**src/rtl/subpel_row_fetch_ctrl_if.sv**
```systemverilog
// Frame-memory read port and interpolator row handshake for subpel_row_fetch_ctrl.
// master = the fetch controller, slave = memory / interpolator side.
interface subpel_row_fetch_ctrl_if #(
   parameter int unsigned PIX_W   = 8,
   parameter int unsigned ROW_PIX = 15,
   parameter int unsigned ADDR_W  = 9
);
   logic                       mem_req;
   logic                       mem_ack;
   logic [ADDR_W-1:0]          mem_row;
   logic [11:0]                mem_col;
   logic                       mem_rvalid;
   logic [PIX_W*ROW_PIX-1:0]   mem_rdata;
   logic                       row_valid;
   logic                       row_ready;
   logic [PIX_W*ROW_PIX-1:0]   row_data;
   logic [7:0]                 row_idx;
   logic                       row_last;

   modport master (
      output mem_req, mem_row, mem_col,
      input  mem_ack, mem_rvalid, mem_rdata,
      output row_valid, row_data, row_idx, row_last,
      input  row_ready
   );

   modport slave (
      input  mem_req, mem_row, mem_col,
      output mem_ack, mem_rvalid, mem_rdata,
      input  row_valid, row_data, row_idx, row_last,
      output row_ready
   );
endinterface

```
**src/rtl/subpel_row_fetch_ctrl.sv**
```systemverilog
// Flow-controlled fetch of the 15 reference rows per 8x8 block for the sub-pel FIR.
// Optional macro SUBPEL_ROW_CLAMP_EN clamps row addresses to the frame (edge replication).
module subpel_row_fetch_ctrl #(
   parameter int unsigned PIX_W      = 8,
   parameter int unsigned ROW_PIX    = 15,
   parameter int unsigned NUM_ROWS   = 15,
   parameter int unsigned FIFO_DEPTH = 4,
   parameter int unsigned FRAME_H    = 300,
   parameter int unsigned ADDR_W     = 9
) (
   input  logic                    clk,
   input  logic                    rst,
   input  logic                    start,
   input  logic [11:0]             blk_y,
   input  logic [11:0]             blk_x,
   output logic                    busy,
   output logic                    done,
   output logic                    err,
   subpel_row_fetch_ctrl_if.master bus
);

   localparam int unsigned CNT_W  = $clog2(NUM_ROWS + 1);
   localparam int unsigned PTR_W  = $clog2(FIFO_DEPTH);
   localparam int unsigned FCNT_W = PTR_W + 1;
   localparam int unsigned ROW_W  = PIX_W * ROW_PIX;
   localparam logic signed [12:0] Y_MAX = 13'(FRAME_H - 1);

   typedef enum logic [1:0] {S_IDLE, S_FETCH, S_DRAIN, S_DONE} state_t;

   state_t             state, nxt_state;
   logic [CNT_W-1:0]   req_cnt, rsp_cnt, out_cnt;
   logic [CNT_W-1:0]   nxt_req_cnt, nxt_rsp_cnt, nxt_out_cnt;
   logic [CNT_W-1:0]   outstanding;
   logic [FCNT_W-1:0]  fcnt, nxt_fcnt;
   logic [PTR_W-1:0]   wr_ptr, rd_ptr;
   logic [ROW_W-1:0]   fifo_data [FIFO_DEPTH];
   logic [CNT_W-1:0]   fifo_tag  [FIFO_DEPTH];
   logic [11:0]        y_base, nxt_y;
   logic signed [12:0] nxt_sum;
   logic [ADDR_W-1:0]  nxt_addr;
   logic [CNT_W:0]     nxt_credit;
   logic               start_ok, req_fire, push, pop, spurious;

   // Request outputs are registered from next-cycle counter values so mem_req
   // tracks the credit rule without an extra cycle of lag.
   always_comb begin
      outstanding = req_cnt - rsp_cnt;
      start_ok    = (state == S_IDLE) && start;
      req_fire    = bus.mem_req && bus.mem_ack;
      push        = bus.mem_rvalid && (outstanding != '0);
      spurious    = bus.mem_rvalid && (outstanding == '0);
      pop         = bus.row_valid && bus.row_ready;

      nxt_req_cnt = req_cnt;
      nxt_rsp_cnt = rsp_cnt;
      nxt_out_cnt = out_cnt;
      nxt_y       = y_base;
      nxt_state   = state;

      if (start_ok) begin
         nxt_req_cnt = '0;
         nxt_rsp_cnt = '0;
         nxt_out_cnt = '0;
         nxt_y       = blk_y;
      end else begin
         if (req_fire) nxt_req_cnt = req_cnt + 1'b1;
         if (push)     nxt_rsp_cnt = rsp_cnt + 1'b1;
         if (pop)      nxt_out_cnt = out_cnt + 1'b1;
      end

      case ({push, pop})
         2'b10:   nxt_fcnt = fcnt + 1'b1;
         2'b01:   nxt_fcnt = fcnt - 1'b1;
         default: nxt_fcnt = fcnt;
      endcase

      case (state)
         S_IDLE:  if (start) nxt_state = S_FETCH;
         S_FETCH: if (nxt_req_cnt == CNT_W'(NUM_ROWS)) nxt_state = S_DRAIN;
         S_DRAIN: if (nxt_out_cnt == CNT_W'(NUM_ROWS)) nxt_state = S_DONE;
         S_DONE:  nxt_state = S_IDLE;
         default: nxt_state = S_IDLE;
      endcase

      nxt_sum    = {nxt_y[11], nxt_y} + {{(13 - CNT_W){1'b0}}, nxt_req_cnt};
      nxt_credit = {1'b0, nxt_req_cnt - nxt_rsp_cnt} + (CNT_W + 1)'(nxt_fcnt);
   end

`ifdef SUBPEL_ROW_CLAMP_EN
   always_comb begin
      if (nxt_sum[12])
         nxt_addr = '0;
      else if (nxt_sum > Y_MAX)
         nxt_addr = ADDR_W'(Y_MAX);
      else
         nxt_addr = nxt_sum[ADDR_W-1:0];
   end
`else
   logic unused_hi;
   assign unused_hi = ^{nxt_sum[12:ADDR_W], Y_MAX};

   always_comb begin
      nxt_addr = nxt_sum[ADDR_W-1:0];
   end
`endif

   always_ff @(posedge clk or negedge rst) begin
      if (!rst) begin
         state       <= S_IDLE;
         req_cnt     <= '0;
         rsp_cnt     <= '0;
         out_cnt     <= '0;
         y_base      <= '0;
         busy        <= 1'b0;
         done        <= 1'b0;
         err         <= 1'b0;
         bus.mem_req <= 1'b0;
         bus.mem_row <= '0;
         bus.mem_col <= '0;
      end else begin
         state       <= nxt_state;
         req_cnt     <= nxt_req_cnt;
         rsp_cnt     <= nxt_rsp_cnt;
         out_cnt     <= nxt_out_cnt;
         y_base      <= nxt_y;
         busy        <= (nxt_state != S_IDLE);
         done        <= (nxt_state == S_DONE);
         if (spurious) err <= 1'b1;
         if (start_ok) bus.mem_col <= blk_x;
         bus.mem_req <= (nxt_state == S_FETCH) && (nxt_credit < (CNT_W + 1)'(FIFO_DEPTH));
         bus.mem_row <= nxt_addr;
      end
   end

   always_ff @(posedge clk or negedge rst) begin
      if (!rst) begin
         fcnt   <= '0;
         wr_ptr <= '0;
         rd_ptr <= '0;
         for (int unsigned i = 0; i < FIFO_DEPTH; i++) begin
            fifo_data[i] <= '0;
            fifo_tag[i]  <= '0;
         end
      end else begin
         fcnt <= nxt_fcnt;
         if (push) begin
            fifo_data[wr_ptr] <= bus.mem_rdata;
            fifo_tag[wr_ptr]  <= rsp_cnt;
            wr_ptr            <= wr_ptr + 1'b1;
         end
         if (pop) rd_ptr <= rd_ptr + 1'b1;
      end
   end

   always_comb begin
      bus.row_valid = (fcnt != '0);
      bus.row_data  = fifo_data[rd_ptr];
      bus.row_idx   = 8'(fifo_tag[rd_ptr]);
      bus.row_last  = bus.row_valid && (fifo_tag[rd_ptr] == CNT_W'(NUM_ROWS - 1));
   end

endmodule

```
**src/flat_wrapper.sv**
```systemverilog
// flat-port wrapper written by rule: the top's interface ports become plain ports
module subpel_row_fetch_ctrl_flat 
#(
   parameter int unsigned PIX_W      = 8,
   parameter int unsigned ROW_PIX    = 15,
   parameter int unsigned NUM_ROWS   = 15,
   parameter int unsigned FIFO_DEPTH = 4,
   parameter int unsigned FRAME_H    = 300,
   parameter int unsigned ADDR_W     = 9
)
  (clk, rst, start, blk_y, blk_x, busy, done, err, bus_mem_req, bus_mem_row, bus_mem_col, bus_mem_ack, bus_mem_rvalid, bus_mem_rdata, bus_row_valid, bus_row_data, bus_row_idx, bus_row_last, bus_row_ready);
  subpel_row_fetch_ctrl_if #(.PIX_W(PIX_W), .ROW_PIX(ROW_PIX), .ADDR_W(ADDR_W)) bus_i ();
  input  logic clk;
  input  logic rst;
  input  logic start;
  input  logic [11:0] blk_y;
  input  logic [11:0] blk_x;
  output logic busy;
  output logic done;
  output logic err;
  output wire logic [$bits(bus_i.mem_req)-1:0] bus_mem_req;
  output wire logic [$bits(bus_i.mem_row)-1:0] bus_mem_row;
  output wire logic [$bits(bus_i.mem_col)-1:0] bus_mem_col;
  input wire logic [$bits(bus_i.mem_ack)-1:0] bus_mem_ack;
  input wire logic [$bits(bus_i.mem_rvalid)-1:0] bus_mem_rvalid;
  input wire logic [$bits(bus_i.mem_rdata)-1:0] bus_mem_rdata;
  output wire logic [$bits(bus_i.row_valid)-1:0] bus_row_valid;
  output wire logic [$bits(bus_i.row_data)-1:0] bus_row_data;
  output wire logic [$bits(bus_i.row_idx)-1:0] bus_row_idx;
  output wire logic [$bits(bus_i.row_last)-1:0] bus_row_last;
  input wire logic [$bits(bus_i.row_ready)-1:0] bus_row_ready;
  assign bus_mem_req = bus_i.mem_req;
  assign bus_mem_row = bus_i.mem_row;
  assign bus_mem_col = bus_i.mem_col;
  assign bus_i.mem_ack = bus_mem_ack;
  assign bus_i.mem_rvalid = bus_mem_rvalid;
  assign bus_i.mem_rdata = bus_mem_rdata;
  assign bus_row_valid = bus_i.row_valid;
  assign bus_row_data = bus_i.row_data;
  assign bus_row_idx = bus_i.row_idx;
  assign bus_row_last = bus_i.row_last;
  assign bus_i.row_ready = bus_row_ready;
  subpel_row_fetch_ctrl #(.PIX_W(PIX_W), .ROW_PIX(ROW_PIX), .NUM_ROWS(NUM_ROWS), .FIFO_DEPTH(FIFO_DEPTH), .FRAME_H(FRAME_H), .ADDR_W(ADDR_W)) u_core (.clk(clk), .rst(rst), .start(start), .blk_y(blk_y), .blk_x(blk_x), .busy(busy), .done(done), .err(err), .bus(bus_i));
endmodule
```
**config.mk**
```make
export PLATFORM = sky130hd
export DESIGN_NAME = subpel_row_fetch_ctrl_flat
export DESIGN_NICKNAME = d
export VERILOG_FILES = /design/src/rtl/subpel_row_fetch_ctrl_if.sv /design/src/rtl/subpel_row_fetch_ctrl.sv /design/src/flat_wrapper.sv
export SDC_FILE = /design/constraint.sdc
export NUM_CORES = 1
export LEC_CHECK = 0
export ABC_AREA = 0
export CAP_MARGIN = 10
export CELL_PAD_IN_SITES_DETAIL_PLACEMENT = 1
export CELL_PAD_IN_SITES_GLOBAL_PLACEMENT = 1
export CORE_ASPECT_RATIO = 1.4
export CORE_UTILIZATION = 25
export DETAILED_ROUTE_END_ITERATION = 12
export PLACE_DENSITY_LB_ADDON = 0.1
export SYNTH_ARGS = -nofsm -noshare
export SYNTH_HDL_FRONTEND = slang
export SYNTH_SLANG_ARGS = --single-unit
```
**constraint.sdc**
```tcl
create_clock -name clk -period 8.8 [get_ports clk]
set_input_delay 1.76 -clock clk [delete_from_list [all_inputs] [get_ports clk]]
set_output_delay 1.76 -clock clk [all_outputs]
set_load 0.05 [all_outputs]
```
==> results of run 1 <==
==> cell type report <==
class	count	area, µm²
repair buffers	313	3140
clock buffers	100	2010
inverters	22	82.6
flip-flops and latches	551	13800
diodes	2	5.00
clock inverters	16	145
fillers	9828	65100
well taps	1292	1620
multi-input cells	792	9870
==> sequential cells by signal (all words and copies together), names as in the netlist, 2 cells and up <==
signal and cells:
u_core.out_cnt 4, u_core.rsp_cnt 4, u_core.fifo_tag 16, u_core.req_cnt 4, u_core.state 2, u_core.rd_ptr 2
u_core.bus.mem_col 12, u_core.fifo_data 480, u_core.bus.mem_row 9, u_core.y_base 9, u_core.fcnt 3, u_core.wr_ptr 2
==> through the flow <==
stage / util (%) / area, µm² / setup WS, ps / hold slack [ps]
after floorplan: - / 24200 / 3940 / 459
after global placement: 29.8 / 28500 / 2940 / 468
after detailed placement: 29.8 / 28500 / 2850 / 477
after CTS: 32.0 / 30700 / 2850 / 489
after global routing: 32.0 / 30700 / 2760 / 493
final: 32.0 / 30700 / 3070 / 484
==> kinds of logic after synthesis <==
| family | count (synthesis) |
|---|---|
| multiplexers | 647 |
| flip-flops | 551 |
| buffers and inverters | 110 |
| AND/OR/NAND/NOR | 63 |
| AO/OA/AOI/OAI | 30 |
| XOR/XNOR | 25 |
| adder cells (fa/ha/maj) | 23 |
| other | 1 |
==> cell usage after synthesis (all sizes together), types with 2 or more instances <==
cell type / n / area [µm²]
o21ai: 6 / 30.0
xnor2: 17 / 149
mux2i: 7 / 70.1
inv: 22 / 82.6
xor2: 6 / 52.6
a211oi: 2 / 15.0
a21o: 5 / 37.5
nor3: 4 / 20.0
buf: 72 / 489
nor2: 15 / 56.3
nand2: 17 / 86.3
mux4: 124 / 2790
a21oi: 4 / 20.0
nand4: 4 / 25.0
and3b: 2 / 17.5
mux2: 516 / 5810
nor2b: 3 / 18.8
or3: 2 / 12.5
fa: 3 / 60.1
clkbuf: 16 / 60.1
or2: 4 / 25.0
dfrtp: 551 / 13800
nand3: 4 / 20.0
ha: 20 / 250
==> layer usage <==
metal	up-vias	share of wire, %
li1	5974	-
met3	98	6.4
met1	7398	42
met2	296	50
met4	12	2.4
met5	-	0.12
==> layout by cell type (no fill, tap or decap), types with 2 or more instances in the layout <==
cell type and count:
clkbuf_16 69, and3b_1 2, nand4_1 4, ha_1 20, nor3_1 4, o21ai_0 6, a21oi_1 4, or2_2 4
mux2i_1 7, a211oi_1 2, diode_2 2, xor2_1 6, inv_1 22, dfrtp_1 549, clkinv_8 2, mux4_2 124
nand2_8 3, conb_1 4, nor2b_1 3, dfrtp_4 2, clkdlybuf4s50_1 296, or3_1 2, buf_12 3, nand2_1 13
fa_1 3, mux2_1 180, clkbuf_8 17, nor2_1 15, xnor2_1 17, nand3_1 4, a21o_1 5, inv_6 4
mux2_2 336, clkbuf_1 14, buf_4 13, clkinv_2 8
==> how the worst max path moves through the flow <==
stage / end / slack, ps
after floorplan: u_core.bus.mem_req$_DFF_PN0_ / 3940
after global routing: bus_row_data[44] / 2760
after detailed placement: u_core.bus.mem_req$_DFF_PN0_ / 2850
after global placement: u_core.bus.mem_req$_DFF_PN0_ / 2940
after CTS: bus_row_data[44] / 2850
final: bus_row_last / 3070
==> reports/qor.csv, run 1 <==
stage,metric,value,unit
outcome,status,completed,
synthesis,Synth Area in Simple Gates,1.46,%
synthesis,xor-xnor portion of the synthesized cell area,1.02,%
timing,skew final,25.8,ps
timing,min cycle time layout,5730,ps
synthesis,sequential fraction of the synthesis area,56.9,%
clocking,CTS tree,done,
worst_setup_path,CP startpoint,u_core.rd_ptr[1]$_DFFE_PN0P_,
synthesis,post-synthesis mux area share,35.8,%
synthesis,"Top FF cell, synth",dfrtp_1,
worst_setup_path,CP Max Fanout,47,
cells_and_area,area grow syn2layout,26.5,%
clocking,# hold bufs at CTS,0,
hold_path,worst hold path depth,1,
clocking,clk_lat worst skew,620,ps
global_route,gr ovfl total,0,
synthesis,async set or reset register ratio after synthesis,100,%
timing,top achievable clock speed,0.174,GHz
cells_and_area,fin cells,3088,
worst_setup_path,crit path cell chain,buf_4 > mux4_2 > nor4bb_1 > clkdlybuf4s50_1,
route,drt total wl,65400,µm
global_route,GR Util met2,23.1,%
worst_setup_path,Startpoint Class,flop,
worst_setup_path,Crit path depth,4,
die,DIE WIDTH,265,µm
synthesis,Post-synth EDFFs,0,
worst_setup_path,WS Path Type,reg2out,
global_route,total global-route track usage,13.8,%
place,Post-Place Cells,2970,
clocking,cts bufs inserted,67,
global_route,vias in the first global route,16100,
hold_path,HP Start,u_core.fifo_data[203]$_DFFE_PN0P_,
worst_setup_path,WP data required,7040,ps
clocking,PostCTS Resize Cnt,0,
synthesis,Syn Inst Count,1450,
place,port buffer count,297,
timing,setup TNS,0,ps
clocking,Clock Sinks,551,
clocking,Clock transition at path regs,60,ps
timing,Tcrit/Tclk final,65.1,%
timing,Slew @ Worst Pin,1190,ps
synthesis,Synth Area in Compound Gates,0.945,%
cells_and_area,NumNets Final,1920,
synthesis,synthesized area per cell,16.7,µm²
worst_setup_path,R2R cell count,17,
worst_setup_path,reg2reg end,u_core.bus.mem_req$_DFF_PN0_,
cells_and_area,share of cells above drive strength 1,33.2,%
hold_path,Hold/Removal Path Class,reg2reg,
route,vias per cell,4.46,
global_route,pin count of the biggest net entering global routing,149,
global_route,Top Usage Layer GRT,met2,
clocking,H-tree depth,3,
worst_setup_path,Crit-path slowest cell,clkdlybuf4s50_1,
global_route,Global Route met1 Usage,16.7,%
route,remaining antenna violation count,0,
route,drt first pass iters,6,
worst_setup_path,critical path's top delay family,buffers and inverters,
synthesis,adder-cell area share of the yosys netlist,1.28,%
synthesis,largest family of logic cells by synthesized area,multiplexers,
timing,Slew Limit Fails,0,
clocking,clock tree root buffer cell,clkbuf_16,
timing,final count of hold timing violations,0,
run,maxcap violations,0,
place,gpl congestion,0.682,
route,DRT iter0 DRCs,405,
synthesis,#FFs+latches synth,551,
synthesis,Yosys cell types,53,
global_route,global-route wire length before repair,103000,µm
global_route,initial antenna violation count,7,
synthesis,Syn Std Cell Area,0.0242,mm²
route,mean routed wirelength per cell,21.2,µm
hold_path,WHS Endpoint,u_core.fifo_data[203]$_DFFE_PN0P_,
die,total core area,0.0957,mm²
route,DRC violations left,0,
worst_setup_path,WP data arrival,3970,ps
worst_setup_path,CP endpoint kind,primary output,
die,Top-Level Pins,305,
die,DIE HEIGHT,370,µm
worst_setup_path,"reg-to-reg slack, setup",3790,ps
die,Initial Utilization,25.3,%
clocking,maximum root-to-sink buffer count,3,
timing,slew margin rel.,20.4,%
worst_setup_path,WP buf/inv,2,
timing,unrepaired setup endpoints after global routing,no,
timing,number of failing setup endpoints in the final timing report,0,
die,FP Rows,134,
route,via count,13800,
worst_setup_path,worst stage delay on the critical path,960,ps
synthesis,yosys synthesis warning count,0,
die,die area,0.0982,mm²
global_route,M3 GR Usage,4.12,%
worst_setup_path,reg-to-reg startpoint,u_core.rsp_cnt[2]$_DFF_PN0_,
place,DPL Wire Length,38700,µm
clocking,Setup Buffers After CTS,0,
Power of run 1 is not shown: default switching activity piles up to over one toggle a cycle in this logic, so the estimate is an artifact.
==> run 2, diff against run 1 <==
==> constraint.sdc (replaced) <==
create_clock -name clk -period 5.1 [get_ports clk]
set_input_delay 1.02 -clock clk [delete_from_list [all_inputs] [get_ports clk]]
set_output_delay 1.02 -clock clk [all_outputs]
set_load 0.05 [all_outputs]
==> reports/qor.csv, run 2 (synthesized netlist as in run 1, its figures left out) <==
stage,metric,value,unit,change
outcome,status,completed,,unchanged
worst_setup_path,crit path cell chain,inv_1 > ha_1 > and3b_1 > nor2_1 > xnor3_1 > a21boi_2 > buf_4 > and2_1 > mux2i_1 > ha_1 > xor2_1 > ha_1 > nand3b_1 > a211oi_1 > mux2_2 > o31a_1,,was buf_4 > mux4_2 > nor4bb_1 > clkdlybuf4s50_1
clocking,Clock transition at path regs,60,ps,about the same
run,maxcap violations,0,,unchanged
cells_and_area,filler instances,9824,,was 9828
die,FP Rows,134,,unchanged
die,die area,0.0982,mm²,unchanged
worst_setup_path,WP buf/inv,2,,unchanged
worst_setup_path,worst stage delay on the critical path,470,ps,was 960 ps
timing,setup TNS,0,ps,unchanged
timing,Slew @ Worst Pin,875,ps,was 1190 ps
clocking,maximum root-to-sink buffer count,3,,unchanged
global_route,initial antenna violation count,7,,unchanged
die,Top-Level Pins,305,,unchanged
worst_setup_path,WP data arrival,4870,ps,was 3970 ps
clocking,Clock Sinks,551,,unchanged
clocking,cts bufs inserted,66,,was 67
worst_setup_path,CP endpoint kind,flop,,was primary output
cells_and_area,share of cells above drive strength 1,33.9,%,was 33.2%
global_route,global-route wire length before repair,104000,µm,was 103000 µm
worst_setup_path,critical path's top delay family,adder cells,,was buffers and inverters
timing,top achievable clock speed,0.230,GHz,
cells_and_area,most frequent cells in the layout,"dfrtp_1, mux2_2, clkdlybuf4s50_1",,unchanged
route,drt first pass iters,4,,was 6
route,DRT iter0 DRCs,368,,was 405
route,DRC violations left,0,,unchanged
worst_setup_path,WP data required,5610,ps,was 7040 ps
cells_and_area,"commonest non-fill, non-tap cell in the layout",dfrtp_1,,unchanged
timing,slew margin rel.,41.7,%,was 20.4%
timing,unrepaired setup endpoints after global routing,no,,unchanged
timing,min cycle time layout,4350,ps,
worst_setup_path,WS Path Type,reg2reg,,was reg2out
cells_and_area,biggest regs,"u_core.fifo_data: 480 flops, u_core.fifo_tag: 16 flops, u_core.bus.mem_col: 12 flops",,unchanged
route,mean routed wirelength per cell,21.1,µm,was 21.2 µm
place,port buffer count,297,,unchanged
worst_setup_path,"most used cell, CP",ha_1,,
place,DPL Wire Length,40900,µm,was 38700 µm
cells_and_area,max reg flops,480,,unchanged
cells_and_area,fin area,0.0309,mm²,was 0.0307 mm²
global_route,vias in the first global route,16400,,was 16100
timing,final count of hold timing violations,0,,unchanged
clocking,H-tree depth,3,,unchanged
die,total core area,0.0957,mm²,unchanged
clocking,clock tree root buffer cell,clkbuf_16,,unchanged
global_route,total global-route track usage,13.9,%,was 13.8%
global_route,gr ovfl total,0,,unchanged
cells_and_area,area of the multi-input gates,0.00987,mm²,unchanged
timing,Tcrit/Tclk final,85.4,%,
timing,number of failing setup endpoints in the final timing report,0,,unchanged
global_route,pin count of the biggest net entering global routing,118,,was 149
hold_path,Hold/Removal Path Class,in2async,,was reg2reg
route,drt total wl,65700,µm,was 65400 µm
route,via count,13900,,was 13800
worst_setup_path,CP Max Fanout,8,,was 47
route,remaining antenna violation count,0,,unchanged
timing,skew final,21.2,ps,was 25.8 ps
cells_and_area,area grow syn2layout,27.5,%,was 26.5%
place,DP Area,0.0288,mm²,was 0.0285 mm²
cells_and_area,"Most flops, register",u_core.fifo_data,,unchanged
clocking,# hold bufs at CTS,0,,unchanged
cells_and_area,Storage cell area,0.0138,mm²,unchanged
die,DIE WIDTH,265,µm,unchanged
route,vias per cell,4.46,,about the same
clocking,clk_lat worst skew,620,ps,about the same
die,DIE HEIGHT,370,µm,unchanged
clocking,Setup Buffers After CTS,0,,unchanged
die,Initial Utilization,25.3,%,unchanged
worst_setup_path,Startpoint Class,flop,,unchanged
clocking,CTS tree,done,,unchanged
cells_and_area,NumNets Final,1935,,was 1920
worst_setup_path,Crit-path slowest cell,dfrtp_1,,was clkdlybuf4s50_1
place,gpl congestion,0.696,,was 0.682
clocking,PostCTS Resize Cnt,0,,unchanged
timing,Slew Limit Fails,0,,unchanged
==> run 2: changes by cell type in the layout (fill, tap and decap cells not counted) <==
cell,previous run,this run
clkbuf_1,14,12
clkinv_2,8,11
clkinvlp_4,1,3
clkbuf_16,69,67
inv_6,4,5
buf_12,3,14
buf_4,13,18
diode_2,2,1
==> run 2: layout make-up <==
class                   instances  area share [%]
diodes                          1         0.00810
clock buffers                  96            6.33
clock inverters                22           0.595
inverters                      22           0.267
multi-input cells             792            31.9
flip-flops and latches        551            44.6
well taps                    1292            5.23
repair buffers                329            11.0
==> run 2: layer usage <==
layer	track usage, %	vias to the layer above	share of wire [%]
li1	-	6018	-
met1	16.9	7447	42
met2	23.5	282	50
met3	3.96	95	6.0
met4	4.87	12	2.1
met5	0	-	0.11
==> run 2: final timing paths <==
kind	to	slack, ps	cells past startpoint	startpoint
hold / removal	u_core.fifo_data[458]$_DFFE_PN0P_	430	1	rst
hold reg to reg	u_core.fifo_data[213]$_DFFE_PN0P_	480	1	u_core.fifo_data[213]$_DFFE_PN0P_
min in group clk	u_core.fifo_data[213]$_DFFE_PN0P_	480	1	u_core.fifo_data[213]$_DFFE_PN0P_
max in group asynchronous	u_core.fifo_data[260]$_DFFE_PN0P_	3420	2	rst
setup reg to reg	u_core.bus.mem_req$_DFF_PN0_	750	16	u_core.rsp_cnt[2]$_DFF_PN0_
setup / recovery	u_core.bus.mem_req$_DFF_PN0_	750	16	u_core.rsp_cnt[2]$_DFF_PN0_
==> run 2: metrics by stage <==
step	utilization [%]	setup slack [ps]	std cells	hold slack (ps)
2_1_floorplan	-	979	1453	459
3_3_place_gp	30.0	581	2986	468
3_5_place_dp	30.0	569	2986	476
4_1_cts	32.3	700	3104	452
5_1_grt	32.3	418	3105	475
6_report	32.3	745	3105	433
Power of run 2 is left out for the same reason.
